==> src/rtl/rv32i_control_sequencer.sv <==
// Multi-cycle RV32I fetch/decode/sequence controller driving datapathunit.
// Owns the PC; each instruction walks FETCH -> DECODE -> EXEC -> COMMIT.
module rv32i_control_sequencer #(
  parameter logic [31:0] RESET_PC = 32'h0000_0000
) (
  input  logic        clk,
  input  logic        reset,
  output logic [31:0] imem_addr,
  output logic        imem_req,
  input  logic        imem_valid,
  input  logic [31:0] imem_rdata,
  output logic [4:0]  read_reg_num1,
  output logic [4:0]  read_reg_num2,
  output logic [4:0]  write_reg_num,
  output logic [5:0]  alu_cntrl,
  output logic        jump,
  output logic        beq_cntrl,
  output logic        bneq_cntrl,
  output logic        bgeq_cntrl,
  output logic        blt_cntrl,
  output logic        lui_cntrl,
  output logic        lb,
  output logic        sw,
  output logic        mem_to_reg,
  output logic        reg_dst,
  output logic [31:0] imm_val,
  output logic [31:0] shamt,
  output logic [31:0] imm_val_lui,
  output logic [31:0] imm_val_jump,
  output logic [31:0] return_address,
  input  logic        beq,
  input  logic        bneq,
  input  logic        bgeq,
  input  logic        blt,
  output logic        retire,
  output logic        illegal
);

  localparam logic [6:0] OPC_OP     = 7'b0110011;
  localparam logic [6:0] OPC_OP_IMM = 7'b0010011;
  localparam logic [6:0] OPC_LUI    = 7'b0110111;
  localparam logic [6:0] OPC_LOAD   = 7'b0000011;
  localparam logic [6:0] OPC_STORE  = 7'b0100011;
  localparam logic [6:0] OPC_JAL    = 7'b1101111;
  localparam logic [6:0] OPC_BRANCH = 7'b1100011;

  typedef enum logic [2:0] {FETCH, DECODE, EXEC, COMMIT, TRAP} state_t;
  typedef enum logic [3:0] {
    K_ALU, K_LUI, K_LB, K_SW, K_JAL, K_BEQ, K_BNE, K_BGE, K_BLT
  } kind_t;

  state_t      state;
  state_t      state_next;
  kind_t       kind;
  kind_t       dec_kind;
  logic [31:0] pc;
  logic [31:0] ir;
  logic [31:0] branch_off;
  logic [6:0]  opcode;
  logic [2:0]  funct3;
  logic [5:0]  dec_alu;
  logic        dec_reg_dst;
  logic        dec_bad;
  logic [31:0] i_imm;
  logic [31:0] s_imm;
  logic [31:0] b_imm;
  logic [31:0] j_imm;
  logic        taken;
  logic [31:0] next_pc;
  logic        misaligned;

  assign opcode    = ir[6:0];
  assign funct3    = ir[14:12];
  assign imem_addr = pc;

  assign i_imm = {{20{ir[31]}}, ir[31:20]};
  assign s_imm = {{20{ir[31]}}, ir[31:25], ir[11:7]};
  assign b_imm = {{19{ir[31]}}, ir[31], ir[7], ir[30:25], ir[11:8], 1'b0};
  assign j_imm = {{11{ir[31]}}, ir[31], ir[19:12], ir[20], ir[30:21], 1'b0};

  // NOTE: every signal written in an always_comb gets a default first so no path leaves it unassigned (no latch).
  always_comb begin
    dec_kind    = K_ALU;
    dec_alu     = 6'd0;
    dec_reg_dst = 1'b0;
    dec_bad     = 1'b0;
    case (opcode)
      OPC_OP: begin
        dec_reg_dst = 1'b1;
        case (funct3)
          3'b000: dec_alu = ir[30] ? 6'd2 : 6'd1;
          3'b001: dec_alu = 6'd6;
          3'b010: dec_alu = 6'd9;
          3'b011: dec_alu = 6'd10;
          3'b100: dec_alu = 6'd5;
          3'b101: dec_alu = ir[30] ? 6'd8 : 6'd7;
          3'b110: dec_alu = 6'd4;
          3'b111: dec_alu = 6'd3;
        endcase
      end
      OPC_OP_IMM: begin
        dec_reg_dst = 1'b1;
        case (funct3)
          3'b000:  dec_alu = 6'd17;
          3'b001:  dec_alu = 6'd22;
          3'b010:  dec_alu = 6'd25;
          3'b100:  dec_alu = 6'd21;
          3'b101:  dec_alu = ir[30] ? 6'd24 : 6'd23;
          3'b110:  dec_alu = 6'd20;
          3'b111:  dec_alu = 6'd19;
          default: dec_bad = 1'b1;
        endcase
      end
      OPC_LUI: dec_kind = K_LUI;
      OPC_LOAD: begin
        dec_kind    = K_LB;
        dec_alu     = 6'd17;
        dec_reg_dst = 1'b1;
        dec_bad     = (funct3 != 3'b000);
      end
      OPC_STORE: begin
        dec_kind = K_SW;
        dec_alu  = 6'd17;
        dec_bad  = (funct3 != 3'b010);
      end
      OPC_JAL: dec_kind = K_JAL;
      OPC_BRANCH: begin
        case (funct3)
          3'b000:  begin dec_kind = K_BEQ; dec_alu = 6'd12; end
          3'b001:  begin dec_kind = K_BNE; dec_alu = 6'd13; end
          3'b101:  begin dec_kind = K_BGE; dec_alu = 6'd14; end
          3'b100:  begin dec_kind = K_BLT; dec_alu = 6'd15; end
          default: dec_bad = 1'b1;
        endcase
      end
      default: dec_bad = 1'b1;
    endcase
  end

  // Only the flag matching the decoded branch type can redirect the PC.
  always_comb begin
    taken = 1'b0;
    case (kind)
      K_JAL:   taken = 1'b1;
      K_BEQ:   taken = beq;
      K_BNE:   taken = bneq;
      K_BGE:   taken = bgeq;
      K_BLT:   taken = blt;
      default: taken = 1'b0;
    endcase
  end

  assign next_pc    = !taken ? pc + 32'd4 :
                      (kind == K_JAL) ? pc + imm_val_jump : pc + branch_off;
  assign misaligned = |next_pc[1:0];

  always_ff @(posedge clk) begin
    if (reset) state <= FETCH;
    else       state <= state_next;
  end

  // Reset forces all combinational outputs low in the reset cycle itself.
  always_comb begin
    state_next = state;
    imem_req   = 1'b0;
    retire     = 1'b0;
    illegal    = 1'b0;
    jump       = 1'b0;
    beq_cntrl  = 1'b0;
    bneq_cntrl = 1'b0;
    bgeq_cntrl = 1'b0;
    blt_cntrl  = 1'b0;
    lui_cntrl  = 1'b0;
    lb         = 1'b0;
    sw         = 1'b0;
    mem_to_reg = 1'b0;
    if (!reset) begin
      case (state)
        FETCH: begin
          imem_req = 1'b1;
          if (imem_valid) state_next = DECODE;
        end
        DECODE: state_next = dec_bad ? TRAP : EXEC;
        EXEC: begin
          jump       = (kind == K_JAL);
          beq_cntrl  = (kind == K_BEQ);
          bneq_cntrl = (kind == K_BNE);
          bgeq_cntrl = (kind == K_BGE);
          blt_cntrl  = (kind == K_BLT);
          lui_cntrl  = (kind == K_LUI);
          lb         = (kind == K_LB);
          mem_to_reg = (kind == K_LB);
          sw         = (kind == K_SW);
          state_next = COMMIT;
        end
        COMMIT: begin
          if (misaligned) begin
            state_next = TRAP;
          end else begin
            retire     = 1'b1;
            state_next = FETCH;
          end
        end
        TRAP:    illegal = 1'b1;
        default: state_next = FETCH;
      endcase
    end
  end

  // NOTE: sequential state uses non-blocking (<=) so every register samples pre-edge values.
  // NOTE: IR and decoded fields are reset too, since the fields drive module outputs directly.
  always_ff @(posedge clk) begin
    if (reset) begin
      pc             <= RESET_PC;
      ir             <= '0;
      kind           <= K_ALU;
      branch_off     <= '0;
      read_reg_num1  <= '0;
      read_reg_num2  <= '0;
      write_reg_num  <= '0;
      alu_cntrl      <= '0;
      reg_dst        <= 1'b0;
      imm_val        <= '0;
      shamt          <= '0;
      imm_val_lui    <= '0;
      imm_val_jump   <= '0;
      return_address <= '0;
    end else begin
      if (state == FETCH && imem_valid) ir <= imem_rdata;
      if (state == DECODE) begin
        kind           <= dec_kind;
        branch_off     <= b_imm;
        read_reg_num1  <= ir[19:15];
        read_reg_num2  <= ir[24:20];
        write_reg_num  <= ir[11:7];
        alu_cntrl      <= dec_alu;
        reg_dst        <= dec_reg_dst;
        imm_val        <= (opcode == OPC_STORE) ? s_imm : i_imm;
        shamt          <= {27'd0, ir[24:20]};
        imm_val_lui    <= {ir[31:12], 12'd0};
        imm_val_jump   <= j_imm;
        return_address <= pc + 32'd4;
      end
      if (state == COMMIT && !misaligned) pc <= next_pc;
    end
  end

endmodule
==> config.mk <==
export PLATFORM = sky130hd
export DESIGN_NAME = rv32i_control_sequencer
export DESIGN_NICKNAME = d
export VERILOG_FILES = /design/src/rtl/rv32i_control_sequencer.sv
export SDC_FILE = /design/constraint.sdc
export NUM_CORES = 1
export LEC_CHECK = 0
export CAP_MARGIN = 20
export CORE_ASPECT_RATIO = 1.4
export CORE_MARGIN = 1.5
export CORE_UTILIZATION = 28
export CTS_BUF_LIST = sky130_fd_sc_hd__clkbuf_4 sky130_fd_sc_hd__clkbuf_8 sky130_fd_sc_hd__clkbuf_16
export DETAILED_ROUTE_END_ITERATION = 8
export PLACE_DENSITY = 0.5
export SETUP_SLACK_MARGIN = 0.3
export SLEW_MARGIN = 15
export SYNTH_ARGS = -nofsm -noshare
export SYNTH_HDL_FRONTEND = slang
export SYNTH_SLANG_ARGS = --single-unit
==> constraint.sdc <==
create_clock -name clk -period 7 [get_ports clk]
set_clock_uncertainty 0.05 [all_clocks]
set_input_delay 0.7 -clock clk [delete_from_list [all_inputs] [get_ports clk]]
set_output_delay 0.7 -clock clk [all_outputs]
set_load 0.05 [all_outputs]
==> run summary, run 1 <==
Routability Congestion: 0.859
Setup crit end kind: output port
Setup bufs post-CTS: 0
Grt ovf: 0
# nets final: 1341
Routed WL per cell: 16.5 um
WS Path Type: reg2out
Worst-path clk slew: 60 ps
Internal: 1.45 mW
Achievable frequency: 210 MHz
Worst-Margin Slew: 976 ps
DRT Wirelength: 27.5 mm
DR vias: 8051
Io pins: 265
Final hold viol count: 0
Diodes inserted: 0
Hold Path Class: reg2reg
Worst path cell trace: nand2b_1 -> nor3_2 -> mux2_2 -> ha_1 -> inv_1 -> a21o_1 -> nand3_1 -> buf_4 -> nor2_1 -> clkdlybuf4s50_1
Switch Pwr: 663 uW
Combinational Power Share: 17.6%
Syn Inst Count: 1163
Seq/Total Area, Yosys: 30.9%
Sw frac: 31.4%
Mean Syn Cell Area: 7.63 um2
Most frequent cells in the layout: 220 x clkdlybuf4s50_1, 196 x nand2_1, 137 x dfxtp_1
CP Buf/Inv Count: 3
Die width: 153 um
Num rows: 76
Slowest stage delay, CP: 830 ps
Total power: 2.11 mW
Most common cell after layout, fill and taps aside: clkdlybuf4s50_1
RSZ-0062 raised after global routing: false
Initial detailed-routing violation count: 515
Fill count: 3302
Multi-input combinational cell area: 5050 um2
Crit-path max FO: 21
Synthesis-to-finish area growth: 26.8%
Detailed Place HPWL: 20.1 mm
Vias in the first global route: 7653
Root Driver: clkbuf_16
H-tree Lvls: 4
Maximum VDD drop: 0.000124 V
Max Buffers Root-to-Sink: 2
Yosys warns: 0
Core Area: 31000 um2
Post-CTS Hold Buffers: 0
P_leak: 4.17 nW
Die area: 32800 um2
Setup crit start kind: flip-flop
Resized cells post-CTS: 0
Layout cells sized above 1: 5.47%
Final ANT Viol Nets: 0
Clk Latency, worst-skew pair: 430 ps
EDFF count, synth: 0
First-pass detailed-route iteration total: 5
CP max stage cell: clkdlybuf4s50_1
Final min period: 4770 ps
Port-buffer cells: 221
Fin. max-slew vios: 0
Status: complete, no violations
WP data required: 6250 ps
#FFs+latches synth: 137
DRC: 0
Die Y-Extent: 214 um
Post-synth top flop: dfxtp_1
Cts bufs inserted: 17
Final setup viols: 0
Max Cap Viol: 0
Clock sinks: 137
Initial Util: 28.6%
Seq pwr share: 40.1%
Largest net degree at the start of global routing: 69
Period Utilization, post-route: 68.1%
Synth unique cells: 74
Pwr/cell area: 187 nW/um2
Slew HR: 34.6%
Global-route wire length before repair: 43.0 mm
Crit path arrival time: 4020 ps
Drt via density: 4.82
Initial antenna violation count: 0
Clock power frac: 42.4%
Fraction of registers with async set/reset: 0%
Total track usage: 16.7%
TritonCTS clock tree: yes
Netlist Area Pre-Place: 8870 um2
Delay-heaviest family, CP: buffers and inverters
Setup TNS: 0 ps
Register area: 2740 um2
synthesized netlist by cell type (6+ instances only):
| cell | count | area share [%] |
|---|---|---|
| a21o_1 | 18 | 1.5 |
| nor2_1 | 82 | 3.5 |
| nor4_1 | 11 | 0.78 |
| a211oi_1 | 43 | 3.6 |
| nand2b_1 | 10 | 0.71 |
| inv_1 | 24 | 1.0 |
| mux2i_1 | 8 | 0.90 |
| dfxtp_1 | 137 | 31 |
| xor2_1 | 24 | 2.4 |
| xnor2_1 | 25 | 2.5 |
| nor3_1 | 18 | 1.0 |
| nand4_1 | 6 | 0.42 |
| nand3_1 | 30 | 1.7 |
| o21ai_0 | 37 | 2.1 |
| a21oi_1 | 119 | 6.7 |
| a31oi_1 | 11 | 0.78 |
| buf_2 | 11 | 0.62 |
| nand2_1 | 196 | 8.3 |
| a22oi_1 | 8 | 0.68 |
| o21ai_1 | 12 | 0.68 |
| ha_1 | 33 | 4.7 |
| buf_4 | 118 | 10 |
| and3_1 | 17 | 1.2 |
| o211ai_1 | 8 | 0.68 |
| buf_1 | 10 | 0.42 |
| clkbuf_1 | 50 | 2.1 |
path summary, 6_finish.rpt:
check        depth (start not counted)  slack [ps]                       endpoint                 start
max                                 10        2230                         retire  kind[2]$_SDFFE_PP0N_
min                                  2         400  read_reg_num1[0]$_SDFFE_PP0N_   ir[15]$_SDFFE_PP0P_
max reg2reg                         13        2420     imem_addr[31]$_SDFFE_PP0P_  kind[2]$_SDFFE_PP0N_
min reg2reg                          2         400  read_reg_num1[0]$_SDFFE_PP0N_   ir[15]$_SDFFE_PP0P_
worst register-to-register path, delay by kind of cell (launching register included):
kind,cells,cell delay (ps)
AO/OA/AOI/OAI,7,1860
AND/OR/NAND/NOR,2,920
multiplexers,2,650
flip-flops,1,410
adder cells (fa/ha/maj),2,630
power groups by stage:
stage | sequential, mW | clock, mW | combinational [mW]
2_1_floorplan | 0.913 | 0 | 0.235
3_3_place_gp | 0.862 | 0 | 0.370
3_5_place_dp | 0.863 | 0 | 0.371
4_1_cts | 0.846 | 0.926 | 0.372
5_1_grt | 0.851 | 0.952 | 0.398
6_report | 0.845 | 0.893 | 0.370
final cells by class:
type,instances,area share (%)
flip-flops and latches,137,24.4
clock buffers,17,3.78
inverters,24,0.801
clock inverters,14,1.30
multi-input cells,855,44.9
well taps,390,4.34
repair buffers,233,20.5
flip-flops by register name, summed over array words and instances (netlist names):
register / cells
return_address: 31
imm_val_jump: 9
imem_addr: 31
kind: 4
alu_cntrl: 5
ir: 32
state: 3
imm_val: 12
branch_off: 1
reg_dst: 1
read_reg_num1: 4
write_reg_num: 4
cell families (layout without fill, tap and decap cells):
kind of cell	Yosys count	after routing	synth area share (%)
buffers and inverters	213	288	14.2
adder cells (fa/ha/maj)	34	34	4.88
flip-flops	137	137	30.9
XOR/XNOR	49	49	4.84
other	1	43	0.0423
multiplexers	13	13	1.54
AO/OA/AOI/OAI	309	309	22.4
AND/OR/NAND/NOR	407	407	21.2
stage by stage:
step / utilization, % / setup WS, ps / area, um2 / hold slack (ps) / cells
global route: 36.3 / 1930 / 11300 / 420 / 1670
CTS: 36.2 / 2140 / 11200 / 402 / 1669
floorplan: - / 3020 / 9030 / 382 / 1205
finish: 36.3 / 2230 / 11300 / 401 / 1670
global placement: 34.4 / 2590 / 10700 / 387 / 1637
detailed placement: 34.4 / 2430 / 10700 / 395 / 1638
routing by layer:
layer | track usage (%) | part of all wire, % | wire (um)
met5 | 0 | 0 | 0
met4 | 5.79 | 2.0 | 552
met3 | 2.93 | 4.1 | 1120
met2 | 29.6 | 50 | 13700
met1 | 20.3 | 44 | 12100
No activity file was read; power rests on OpenSTA's default activity.
==> run 2: changes to the inputs <==
Clock period 7 ns to 4.65 ns, I/O delays scaled along.
==> run 2 against run 1 <==
Clock power increased by 57%. Via count rose by 0.88%. Combinational power up 51%. First-iteration DRC count is 3.1% lower. Setup slack got worse by 1600 ps. Register-to-register slack got worse by 1800 ps. Sequential share of layout area is 0.076 points lower. Die area unchanged. Flip-flop and latch count stayed put. Final area grew 0.31%. Wire length up 1.3%. Critical endpoint is now imem_addr[31]$_SDFFE_PP0P_. Largest power group unchanged. Highest routed layer unchanged.
==> run summary, run 2 (synthesis results as in run 1) <==
Status: complete, no violations
Seq pwr share: 39.4%
Fill count: 3302
Io pins: 265
Resized cells post-CTS: 0
Setup crit end kind: flip-flop
Pwr/cell area: 286 nW/um2
Initial detailed-routing violation count: 499
Final setup viols: 0
H-tree Lvls: 4
DRC: 0
Non-Filler Instances: 1671
Combinational Power Share: 17.3%
Grt ovf: 0
Total power: 3.23 mW
Drt via density: 4.86
Cts bufs inserted: 17
Synthesis-to-finish area growth: 27.2%
TritonCTS clock tree: yes
P_leak: 4.18 nW
Final hold viol count: 0
Die area: 32800 um2
Hold Path Class: in2reg
Final ANT Viol Nets: 0
Max Cap Viol: 0
Initial Util: 28.6%
Register area: 2740 um2
# nets final: 1341
Total track usage: 16.7%
Routability Congestion: 0.839
Setup crit start kind: flip-flop
Port-buffer cells: 221
Setup bufs post-CTS: 0
Reg2reg setup slack: 590 ps
Post-CTS Hold Buffers: 0
Die width: 153 um
Global-route wire length before repair: 42.8 mm
Core Area: 31000 um2
Clock sinks: 137
Period Utilization, post-route: 87.3%
DR vias: 8122
Multi-input combinational cell area: 5050 um2
Layout cells sized above 1: 5.62%
RSZ-0062 raised after global routing: false
Clk Latency, worst-skew pair: 440 ps
Internal: 2.21 mW
Worst-Margin Slew: 927 ps
Crit path arrival time: 4370 ps
Root Driver: clkbuf_16
Num rows: 76
Routed WL per cell: 16.7 um
Clock power frac: 43.3%
WS Path Type: reg2reg
Switch Pwr: 1.02 mW
Worst-path clk slew: 60 ps
Most frequent cells in the layout: 220 x clkdlybuf4s50_1, 196 x nand2_1, 137 x dfxtp_1
Diodes inserted: 0
DP Cell Count: 1639
Sw frac: 31.7%
Maximum VDD drop: 0.000168 V
Hold_ws: 343 ps
Die Y-Extent: 214 um
Max Buffers Root-to-Sink: 2
Max reg flops: 32
First-pass detailed-route iteration total: 5
Initial antenna violation count: 0
Crit-path max FO: 14
Most common cell after layout, fill and taps aside: clkdlybuf4s50_1
Final min period: 4060 ps
WP data required: 4960 ps
Slew HR: 36.6%
Fin. max-slew vios: 0
Achievable frequency: 246 MHz
Setup TNS: 0 ps
Largest net degree at the start of global routing: 105
DRT Wirelength: 27.9 mm
Reg with most FFs: ir
Vias in the first global route: 7521
Detailed Place HPWL: 20.4 mm
[run 2: critical path, stage by stage (launching register included)]
cell       delay, ps
dfxtp_1          410
nand2b_1         160
nor3_2           280
buf_4            270
mux2_2           390
fa_1             440
a21o_1           200
a21oi_1          210
o21bai_1         120
a21oi_1          410
o31ai_2          220
a21oi_1          320
a2bb2oi_1        300
mux2i_1          210
[run 2: per-stage QoR]
stage	utilization, %	cell area (um2)	setup WS (ps)
floorplan	-	9030	736
global placement	34.5	10700	679
detailed placement	34.5	10700	610
CTS	36.4	11300	584
global route	36.4	11300	313
finish	36.4	11300	590
[run 2: power groups by stage]
| stage | registers (mW) | logic (mW) | clock network (mW) |
|---|---|---|---|
| finish | 1.27 | 0.558 | 1.40 |
| global route | 1.28 | 0.596 | 1.48 |
| CTS | 1.27 | 0.564 | 1.45 |
| detailed placement | 1.30 | 0.563 | 0 |
| global placement | 1.30 | 0.561 | 0 |
| floorplan | 1.38 | 0.353 | 0 |
[run 2: layer usage]
layer | global-route usage (%) | up-vias | wire (um)
li1 | - | 4137 | -
met1 | 20.2 | 3747 | 12100
met2 | 30.0 | 211 | 14300
met3 | 2.61 | 27 | 1000
met4 | 5.96 | 0 | 498
met5 | 0 | - | 0
[run 2: cell type report]
cell class / count / area share (%)
sequential: 137 / 24.3
clock inverter: 14 / 1.45
clock buffer: 18 / 3.89
multi-input combinational: 855 / 44.7
timing repair buffer: 233 / 20.5
inverter: 24 / 0.798
tap: 390 / 4.32
[run 2: final timing paths]
check	end	cells past startpoint	start
max	imem_addr[31]$_SDFFE_PP0P_	13	kind[2]$_SDFFE_PP0N_
min	alu_cntrl[1]$_SDFFE_PP0N_	2	reset
max reg2reg	imem_addr[31]$_SDFFE_PP0P_	13	kind[2]$_SDFFE_PP0N_
min reg2reg	read_reg_num1[1]$_SDFFE_PP0N_	2	ir[16]$_SDFFE_PP0P_
